File: config.mk
export PLATFORM = sky130hd
export DESIGN_NAME = janelamento
export DESIGN_NICKNAME = d
export VERILOG_FILES = /design/src/rtl/janelamento_pkg.sv /design/src/rtl/janelamento_rom.sv /design/src/rtl/janelamento.sv
export SDC_FILE = /design/constraint.sdc
export NUM_CORES = 1
export LEC_CHECK = 0
export ABC_AREA = 1
export CAP_MARGIN = 10
export CORE_ASPECT_RATIO = 1.5
export CORE_MARGIN = 2
export CORE_UTILIZATION = 56
export CTS_BUF_LIST = sky130_fd_sc_hd__clkbuf_4 sky130_fd_sc_hd__clkbuf_8
export DETAILED_ROUTE_END_ITERATION = 8
export PLACE_DENSITY = 0.74
export REMOVE_ABC_BUFFERS = 1
export SYNTH_ARGS = -nofsm -noshare
export SYNTH_HDL_FRONTEND = slang
export SYNTH_SLANG_ARGS = --single-unit
File: constraint.sdc
create_clock -name clk -period 7.9 [get_ports clk]
set_clock_uncertainty 0.15 [all_clocks]
set_input_delay 1.58 -clock clk [delete_from_list [all_inputs] [get_ports clk]]
set_output_delay 1.58 -clock clk [all_outputs]
set_load 0.02 [all_outputs]
File: src/rtl/janelamento_pkg.sv
// Shared types and constants for the Hamming-window stage.
// Coefficients are Q1.15 and built at elaboration time.
package janelamento_pkg;

  localparam int DATA_W_DEF = 16;
  localparam int COEF_W_DEF = 16;
  localparam int RND        = 1 << 14;

  localparam real PI = 3.141592653589793;

  typedef logic [COEF_W_DEF-1:0] coef_t;

  function automatic coef_t hamming_coef(
    input int n,
    input int len
  );
    real w;
    w = 0.54 - 0.46 * $cos(2.0 * PI * real'(n)
                           / real'(len - 1));
    w = 32768.0 * w;
    return coef_t'($rtoi(w + 0.5));
  endfunction

endpackage

File: src/rtl/janelamento_rom.sv
// Half-frame Hamming coefficient ROM, synchronous read.
// The second half of the window is served by address mirroring.
module hamming_rom
  import janelamento_pkg::*;
#(
  parameter int N      = 256,
  parameter int COEF_W = COEF_W_DEF,
  parameter int AW     = $clog2(N / 2)
) (
  input  logic              clk_i,
  input  logic              rst_ni,
  input  logic              en_i,
  input  logic [AW-1:0]     addr_i,
  output logic [COEF_W-1:0] data_o
);

  logic [COEF_W-1:0] rom [N/2];
  logic [COEF_W-1:0] data_q;

  for (genvar g = 0; g < N / 2; g++) begin : g_rom
    assign rom[g] = COEF_W'(hamming_coef(g, N));
  end

  always_ff @(posedge clk_i or negedge rst_ni) begin
    if (!rst_ni) begin
      data_q <= '0;
    end else if (en_i) begin
      data_q <= rom[addr_i];
    end
  end

  assign data_o = data_q;

endmodule

File: src/rtl/janelamento.sv
// Hamming-window stage: frame counter, sticky framing error and
// a two-stage stall-all pipeline (coef fetch, multiply-round).
module janelamento
  import janelamento_pkg::*;
#(
  parameter int DATA_W = DATA_W_DEF,
  parameter int COEF_W = COEF_W_DEF,
  parameter int N      = 256
) (
  input  logic                     clk,
  input  logic                     reset,
  input  logic signed [DATA_W-1:0] in_janelamento_pcmSample,
  input  logic                     in_janelamento_armazenarDados,
  input  logic                     in_janelamento_valid,
  output logic                     in_janelamento_ready,
  output logic signed [DATA_W-1:0] out_janelamento_sample,
  output logic                     out_janelamento_fimQuadro,
  output logic                     out_janelamento_erro,
  output logic                     out_janelamento_valid,
  input  logic                     out_janelamento_ready
);

  localparam int IW = $clog2(N);
  localparam int AW = $clog2(N / 2);
  localparam int PW = DATA_W + COEF_W + 1;
  localparam int SH = COEF_W - 1;

  logic en;
  logic acc;
  logic mk;

  logic [IW-1:0] idx_q;
  logic [IW-1:0] idx_d;
  logic [IW-1:0] eidx;
  logic          erro_q;
  logic          erro_d;
  logic          fim;

  logic [AW-1:0]     rom_addr;
  logic [COEF_W-1:0] c1;

  logic                     v1_q;
  logic                     fim1_q;
  logic signed [DATA_W-1:0] x1_q;

  logic                     v2_q;
  logic                     fim2_q;
  logic signed [DATA_W-1:0] y2_q;
  logic signed [DATA_W-1:0] y2_d;
  logic signed [PW-1:0]     prod;

  assign en  = out_janelamento_ready || !v2_q;
  assign acc = in_janelamento_valid && in_janelamento_ready;
  assign mk  = in_janelamento_armazenarDados;

  assign in_janelamento_ready = en && reset;

  // A marker forces the sample to position 0 of a new frame.
  always_comb begin
    eidx   = mk ? '0 : idx_q;
    fim    = (eidx == IW'(N - 1));
    idx_d  = idx_q;
    erro_d = erro_q;
    if (acc) begin
      idx_d = fim ? '0 : eidx + 1'b1;
      if (mk && (idx_q != '0)) begin
        erro_d = 1'b1;
      end
    end
  end

  always_comb begin
    rom_addr = AW'(eidx);
    if (eidx >= IW'(N / 2)) begin
      rom_addr = AW'(IW'(N - 1) - eidx);
    end
  end

  always_ff @(posedge clk or negedge reset) begin
    if (!reset) begin
      idx_q  <= '0;
      erro_q <= 1'b0;
    end else begin
      idx_q  <= idx_d;
      erro_q <= erro_d;
    end
  end

  hamming_rom #(
    .N      (N),
    .COEF_W (COEF_W),
    .AW     (AW)
  ) u_rom (
    .clk_i  (clk),
    .rst_ni (reset),
    .en_i   (en),
    .addr_i (rom_addr),
    .data_o (c1)
  );

  always_ff @(posedge clk or negedge reset) begin
    if (!reset) begin
      v1_q   <= 1'b0;
      fim1_q <= 1'b0;
      x1_q   <= '0;
    end else if (en) begin
      v1_q   <= acc;
      fim1_q <= fim;
      x1_q   <= in_janelamento_pcmSample;
    end
  end

  // Coefficient is below 1.0 in Q1.15, so the result never overflows.
  assign prod = $signed(x1_q) * $signed({1'b0, c1});
  assign y2_d = DATA_W'((prod + PW'(RND)) >>> SH);

  always_ff @(posedge clk or negedge reset) begin
    if (!reset) begin
      v2_q   <= 1'b0;
      fim2_q <= 1'b0;
      y2_q   <= '0;
    end else if (en) begin
      v2_q   <= v1_q;
      fim2_q <= fim1_q && v1_q;
      y2_q   <= y2_d;
    end
  end

  assign out_janelamento_sample    = y2_q;
  assign out_janelamento_fimQuadro = fim2_q;
  assign out_janelamento_valid     = v2_q;
  assign out_janelamento_erro      = erro_q;

endmodule

==> run summary, run 1 <==
Post-Synthesis Cells: 1987
Critical path endpoint category: flip-flop
Die X: 131 um
Longest Clk Path Bufs: 2
RD Place Congestion: 0.996
# hold bufs at CTS: 0
Mapped cell area: 0.0136 mm2
GRT overflow: 0
Drt wl/cell: 20.5 um
Critical path peak fanout: 16
Max Slew Vio Count: 0
Mean Syn Cell Area: 6.82 um2
Req. time, crit path: 8030 ps
CTS Buf Count: 9
Startpoint types: flip-flop
Worst relative slew slack: 33.6%
Final Setup Violations: 0
# resized after CTS: 0
RSZ-0062 raised after global routing: false
Rows: 69
Share of layout cells above drive strength 1: 3.89%
Synthesis-to-layout area growth: 4.48%
Vias in the first global route: 13400
Slew @ Worst Pin: 993 ps
CTS root buf: clkbuf_8
Clock latency on the worst-skew pair: 390 ps
Detailed router's first-iteration violation count: 925
Fraction of the cycle the final worst path needs: 78.1%
Core area: 0.0237 mm2
TritonRoute pass-1 iters: 5
Status: finished, final reports clean
Die Span Y: 195 um
Synth cell types: 49
Initial antenna violation count: 1
I/O Buffers: 40
Setup_tns: 0 ps
Max-cap violations: 0
Min-delay worst type: flip-flop to flip-flop
Via density: 5.64
First-pass GRT wire length: 72.7 mm
Final Hold Fails: 0
Net count, final: 2272
Largest net degree at the start of global routing: 62
Post-DRT Antenna Nets: 0
Final Critical Period: 6170 ps
Clock-pin slew on the worst setup and hold paths: 90 ps
#FFs+latches synth: 60
Crit path DAT: 6300 ps
H-tree levels: 3
Die area: 0.0255 mm2
Via count: 12800
Crit Path Class: flip-flop to flip-flop
Initial Utilization: 57.1%
Clk sinks: 60
Filler cells: 2291
CTS tree: built
Yosys warns: 0
Drt drc: 0
Gr usage total: 38.3%
Seq/Total Area, Yosys: 11.1%
Post-DP HPWL: 36.1 mm
Postcts setup bufs: 0
Peak Freq: 0.162 GHz
I/O pins: 41
DRT Wirelength: 46.7 mm
[final cells by class]
class                      count  area, um2  share of cell area, %
clock buffer                   9        124                  0.874
tap                          319        399                   2.82
timing repair buffer          46        440                   3.11
inverter                     409       1540                   10.9
clock inverter                 7        106                  0.751
antenna                        3       7.51                 0.0530
multi-input combinational   1423      10000                   70.9
sequential                    60       1500                   10.6
[cells in the final DEF, fill, tap and decap left out, types with 39 or more instances in the layout]
cell and n:
nand3_1 141, fa_1 180, inv_1 402, clkdlybuf4s50_1 39, dfrtp_1 60, nor2_1 93
a21oi_1 46, nand2_1 678, o21ai_0 41, ha_1 122
[registers in the layout, summed over array words and instances (netlist names)]
signal,flops
out_janelamento_valid,1
idx_q,8
out_janelamento_sample,16
u_rom.data_o,15
fim1_q,1
out_janelamento_fimQuadro,1
out_janelamento_erro,1
x1_q,16
v1_q,1
[through the flow]
stage                     hold WS, ps  utilization [%]  std cells  worst slack [ps]  cell area [um2]
after floorplan                   295                -       1892              2640            13100
after global placement            313             58.7       2257              1850            13900
after detailed placement          310             58.7       2257              1860            13900
after CTS                         337             59.6       2273              1830            14200
after global routing              353             59.7       2274              1440            14200
final                             334             59.7       2276              1730            14200
[Yosys cell counts, drive strengths merged]
cell type  number  area, um2
a21boi          1       7.51
a21o            2       15.0
a21oi          47        239
a22oi           1       7.51
a31o            1       8.76
a31oi           3       18.8
and2            2       12.5
buf            28        225
clkbuf         67        251
clkinv          1       3.75
dfrtp          60       1500
fa            180       3600
ha            122       1530
inv           408       1540
nand2         707       2770
nand3         145        753
nand3b          5       37.5
nand4           9       56.3
nor2          101        425
nor3           11       55.1
nor4            3       18.8
o211ai          4       30.0
o21a            2       15.0
o21ai          55        279
o21bai          2       15.0
o22ai           5       31.3
o2bb2ai         1       8.76
or2             4       25.0
xnor2           7       61.3
xor2            3       26.3
[worst max-delay path: stages (launching register included)]
cell and delay (ps):
dfrtp_1 830, nand2_1 180, fa_1 530, fa_1 560, fa_1 530, inv_1 50, fa_1 480, fa_1 480
inv_1 50, fa_1 660, inv_1 80, ha_1 320, a21oi_1 220, o21ai_0 170, a21oi_1 280, nor2_1 70
nor2_1 130, nand3_1 90, nand3_1 110, nand2_1 70
[path summary, 6_finish.rpt]
kind / start / endpoint / slack [ps] / cells after the start
worst max-delay path: x1_q[2]$_DFFE_PN0N_ / out_janelamento_sample[10]$_DFFE_PN0N_ / 1730 / 19
worst min-delay path: out_janelamento_erro$_DFFE_PN0P_ / out_janelamento_erro$_DFFE_PN0P_ / 330 / 1
worst max register to register: x1_q[2]$_DFFE_PN0N_ / out_janelamento_sample[10]$_DFFE_PN0N_ / 1730 / 19
worst min register to register: out_janelamento_erro$_DFFE_PN0P_ / out_janelamento_erro$_DFFE_PN0P_ / 330 / 1
max in group asynchronous: reset / u_rom.data_o[9]$_DFFE_PN0N_ / 5730 / 2
min in group asynchronous: reset / idx_q[7]$_DFFE_PN0P_ / 1240 / 2
[layer usage]
metal  share of wire [%]  global-route usage (%)  vias to the layer above  wire, um
met4                  10                    33.5                        0      4840
met1                  34                    40.8                     6130     15800
met2                  50                    62.9                      583     23300
met3                 6.1                    7.60                      252      2870
li1                    -                       -                     5863         -
met5                   0                    1.01                        -         0
[logic make-up after synthesis]
logic type,after synthesis,synth area share [%]
adder cells (fa/ha/maj),302,37.8
XOR/XNOR,10,0.646
AND/OR/NAND/NOR,987,30.6
AO/OA/AOI/OAI,124,4.98
buffers and inverters,504,14.9
flip-flops,60,11.1
Power of run 1 is left out: the tool's default activity adds up to more than one toggle a clock period on the data nets, which glitch-free logic cannot reach.
==> run 2, diff against run 1 <==
==> constraint.sdc (replaced) <==
create_clock -name clk -period 6.2 [get_ports clk]
set_clock_uncertainty 0.15 [all_clocks]
set_input_delay 1.24 -clock clk [delete_from_list [all_inputs] [get_ports clk]]
set_output_delay 1.24 -clock clk [all_outputs]
set_load 0.02 [all_outputs]
==> run summary, run 2 (synthesized netlist as in run 1, its figures left out) <==
Status: finished, final reports clean
Filler cells: 2344
Die area: 0.0255 mm2
Rows: 69
Final Hold Fails: 0
I/O Buffers: 40
Share of layout cells above drive strength 1: 5.35%
Die X: 131 um
GRT overflow: 0
Worst Setup Slack, final: 267 ps
Clock latency on the worst-skew pair: 400 ps
Gr usage total: 37.4%
Most common cell after layout, fill and taps aside: nand2_1
RSZ-0062 raised after global routing: false
Final Setup Violations: 0
Drt drc: 0
Min-delay worst type: flip-flop to flip-flop
Net count, final: 2298
Drt wl/cell: 20.0 um
Critical path endpoint category: flip-flop
Max Slew Vio Count: 0
Clock-pin slew on the worst setup and hold paths: 90 ps
Max-cap violations: 0
Crit Path Class: flip-flop to flip-flop
DRT Wirelength: 46.0 mm
Post-DRT Antenna Nets: 0
Postcts setup bufs: 0
H-tree levels: 3
Most frequent cells in the layout: nand2_1, inv_1, fa_1
Post-DP HPWL: 37.1 mm
Final Critical Period: 5930 ps
Req. time, crit path: 6350 ps
Detailed router's first-iteration violation count: 849
RD Place Congestion: 1.03
Die Span Y: 195 um
Slew @ Worst Pin: 1020 ps
Clk sinks: 60
CTS tree: built
Largest net degree at the start of global routing: 61
# resized after CTS: 0
Initial antenna violation count: 3
Setup_tns: 0 ps
Worst relative slew slack: 32.0%
Crit path DAT: 6080 ps
Longest Clk Path Bufs: 2
Initial Utilization: 57.1%
First-pass GRT wire length: 71.0 mm
Via density: 5.65
I/O pins: 41
Register-to-register setup slack: 270 ps
Core area: 0.0237 mm2
Multi-input logic area: 0.0100 mm2
Vias in the first global route: 13400
CTS root buf: clkbuf_8
Peak Freq: 0.169 GHz
Synthesis-to-layout area growth: 5.60%
Placement Setup Slack: 249 ps
# hold bufs at CTS: 0
Final Hold Slack: 336 ps
FF+latch area: 0.00151 mm2
TritonRoute pass-1 iters: 5
Startpoint types: flip-flop
Via count: 13000
CTS Buf Count: 9
Fraction of the cycle the final worst path needs: 95.7%
Critical path peak fanout: 9
-- run 2: changes by cell type in the layout (fill, tap and decap cells not counted) --
| cell | before | now |
|---|---|---|
| inv_6 | 2 | 3 |
| bufinv_16 | 2 | 0 |
| dfrtp_2 | 0 | 4 |
| clkinv_4 | 2 | 0 |
| buf_4 | 6 | 32 |
| clkinvlp_4 | 0 | 2 |
| dfrtp_1 | 60 | 56 |
| clkinv_2 | 0 | 1 |
-- run 2: area by class of cell --
cell class	count	area share, %
multi-input cells	1423	70.2
inverters	409	10.8
flip-flops and latches	60	10.5
repair buffers	72	4.44
well taps	319	2.79
clock buffers	9	0.865
clock inverters	7	0.402
diodes	3	0.0524
-- run 2: stage by stage --
step | instances | utilization [%] | instance area, um2
floorplan | 1892 | - | 13100
global placement | 2283 | 59.5 | 14100
detailed placement | 2283 | 59.5 | 14100
CTS | 2299 | 60.3 | 14300
global route | 2302 | 60.3 | 14300
finish | 2302 | 60.3 | 14300
-- run 2: worst max-delay path, cell delays in order, from the launching register on --
cell	delay, ps
dfrtp_1	670
buf_4	250
nand2_1	70
fa_1	410
fa_1	580
inv_1	70
fa_1	590
fa_1	440
fa_1	490
inv_1	50
fa_1	470
inv_1	40
ha_1	340
a21oi_1	260
o21ai_0	180
a21oi_1	260
nor2_1	60
nor2_1	210
nand3_1	100
nand3_1	90
nand2_1	50
-- run 2: final timing paths --
| path | from | to | cells past startpoint |
|---|---|---|---|
| max reg2reg | u_rom.data_o[6]$_DFFE_PN0N_ | out_janelamento_sample[10]$_DFFE_PN0N_ | 20 |
| min in group asynchronous | reset | idx_q[2]$_DFFE_PN0P_ | 2 |
| max in group asynchronous | reset | x1_q[10]$_DFFE_PN0N_ | 2 |
| min reg2reg | out_janelamento_erro$_DFFE_PN0P_ | out_janelamento_erro$_DFFE_PN0P_ | 1 |
| min | out_janelamento_erro$_DFFE_PN0P_ | out_janelamento_erro$_DFFE_PN0P_ | 1 |
| max | u_rom.data_o[6]$_DFFE_PN0N_ | out_janelamento_sample[10]$_DFFE_PN0N_ | 20 |
-- run 2: layer usage --
metal  track usage (%)  vias to the layer above  routed length [um]
met2              65.4                      565               24300
met5                 0                        -                   0
li1                  -                     5922                   -
met1              37.1                     6271               14800
met4              32.2                        0                4550
met3              6.47                      250                2310
Power of run 2 is left out for the same reason.
==> run 3, diff against run 2 <==
==> constraint.sdc (replaced) <==
create_clock -name clk -period 7.3 [get_ports clk]
set_clock_uncertainty 0.15 [all_clocks]
set_input_delay 1.46 -clock clk [delete_from_list [all_inputs] [get_ports clk]]
set_output_delay 1.46 -clock clk [all_outputs]
set_load 0.02 [all_outputs]
==> run summary, run 3 (synthesized netlist as in run 1, its figures left out) <==
First-pass GRT wire length: 73.1 mm
Vias in the first global route: 13500
Synthesis-to-layout area growth: 4.44%
Post-DP HPWL: 36.3 mm
Setup_tns: 0 ps
Via count: 12700
Final Hold Slack: 333 ps
Max Slew Vio Count: 0
Detailed router's first-iteration violation count: 933
Core area: 0.0237 mm2
Share of layout cells above drive strength 1: 4.04%
Req. time, crit path: 7440 ps
TritonRoute pass-1 iters: 7
# resized after CTS: 0
Crit path DAT: 6280 ps
I/O Buffers: 40
Fraction of the cycle the final worst path needs: 84.1%
Post-DRT Antenna Nets: 0
Drt wl/cell: 20.5 um
CTS tree: built
RSZ-0062 raised after global routing: false
Worst Setup Slack, final: 1160 ps
Clock latency on the worst-skew pair: 400 ps
GRT overflow: 0
Startpoint types: flip-flop
Worst relative slew slack: 33.6%
Gr usage total: 38.8%
Crit Path Class: flip-flop to flip-flop
DRT Wirelength: 46.8 mm
Clock-pin slew on the worst setup and hold paths: 90 ps
# hold bufs at CTS: 0
Drt drc: 0
Die Span Y: 195 um
H-tree levels: 3
Slew @ Worst Pin: 993 ps
Finished Core Util: 59.7%
Peak Freq: 0.163 GHz
I/O pins: 41
Die X: 131 um
Die area: 0.0255 mm2
Clk sinks: 60
Critical path peak fanout: 17
Final Setup Violations: 0
Largest net degree at the start of global routing: 61
Min-delay worst type: flip-flop to flip-flop
Placement Setup Slack: 1260 ps
Max-cap violations: 0
Critical path endpoint category: flip-flop
CTS root buf: clkbuf_8
Status: finished, final reports clean
Initial Utilization: 57.1%
Final Critical Period: 6140 ps
Rows: 69
Final Hold Fails: 0
Longest Clk Path Bufs: 2
Via density: 5.59
Most frequent cells in the layout: nand2_1, inv_1, fa_1
RD Place Congestion: 1.04
Postcts setup bufs: 0
Most common cell after layout, fill and taps aside: nand2_1
Initial antenna violation count: 1
Net count, final: 2275
CTS Buf Count: 9
## run 3: final timing paths
path	from	slack (ps)	depth (start not counted)	to
min reg2reg	out_janelamento_erro$_DFFE_PN0P_	330	1	out_janelamento_erro$_DFFE_PN0P_
min in group asynchronous	reset	1090	2	idx_q[7]$_DFFE_PN0P_
max	u_rom.data_o[5]$_DFFE_PN0N_	1160	22	out_janelamento_sample[11]$_DFFE_PN0N_
min	out_janelamento_erro$_DFFE_PN0P_	330	1	out_janelamento_erro$_DFFE_PN0P_
max in group asynchronous	reset	5290	2	x1_q[14]$_DFFE_PN0N_
max reg2reg	u_rom.data_o[5]$_DFFE_PN0N_	1160	22	out_janelamento_sample[11]$_DFFE_PN0N_
## run 3: critical path: stages (launching register included)
cell,delay (ps)
dfrtp_1,940
nand2_1,170
fa_1,530
inv_1,50
fa_1,560
inv_1,80
fa_1,530
inv_1,50
fa_1,390
fa_1,520
inv_1,50
fa_1,480
inv_1,40
ha_1,390
nand2_1,130
nor2_1,140
inv_1,100
nor3_1,250
nand3_1,200
nand2_1,110
nand2_1,50
nand3_1,70
nand2_1,60
## run 3: per-stage QoR
stage	cell area, um2	instances
after detailed placement	14000	2260
after global routing	14200	2277
final	14200	2277
after floorplan	13100	1892
after CTS	14200	2276
after global placement	14000	2260
## run 3: cell type report
| class | count | area (um2) |
|---|---|---|
| antenna | 1 | 2.50 |
| clock buffer | 9 | 124 |
| clock inverter | 7 | 82.6 |
| fill | 2304 | 9580 |
| inverter | 409 | 1540 |
| multi-input combinational | 1423 | 10000 |
| sequential | 60 | 1500 |
| tap | 319 | 399 |
| timing repair buffer | 49 | 463 |
## run 3: layer usage
metal | vias to the layer above | global-route usage [%] | wire length (um)
met5 | - | 0 | 0
met4 | 0 | 34.6 | 4940
met3 | 253 | 8.75 | 3040
met2 | 545 | 64.2 | 23200
met1 | 6047 | 39.9 | 15600
li1 | 5877 | - | -
Power of run 3 is left out for the same reason.
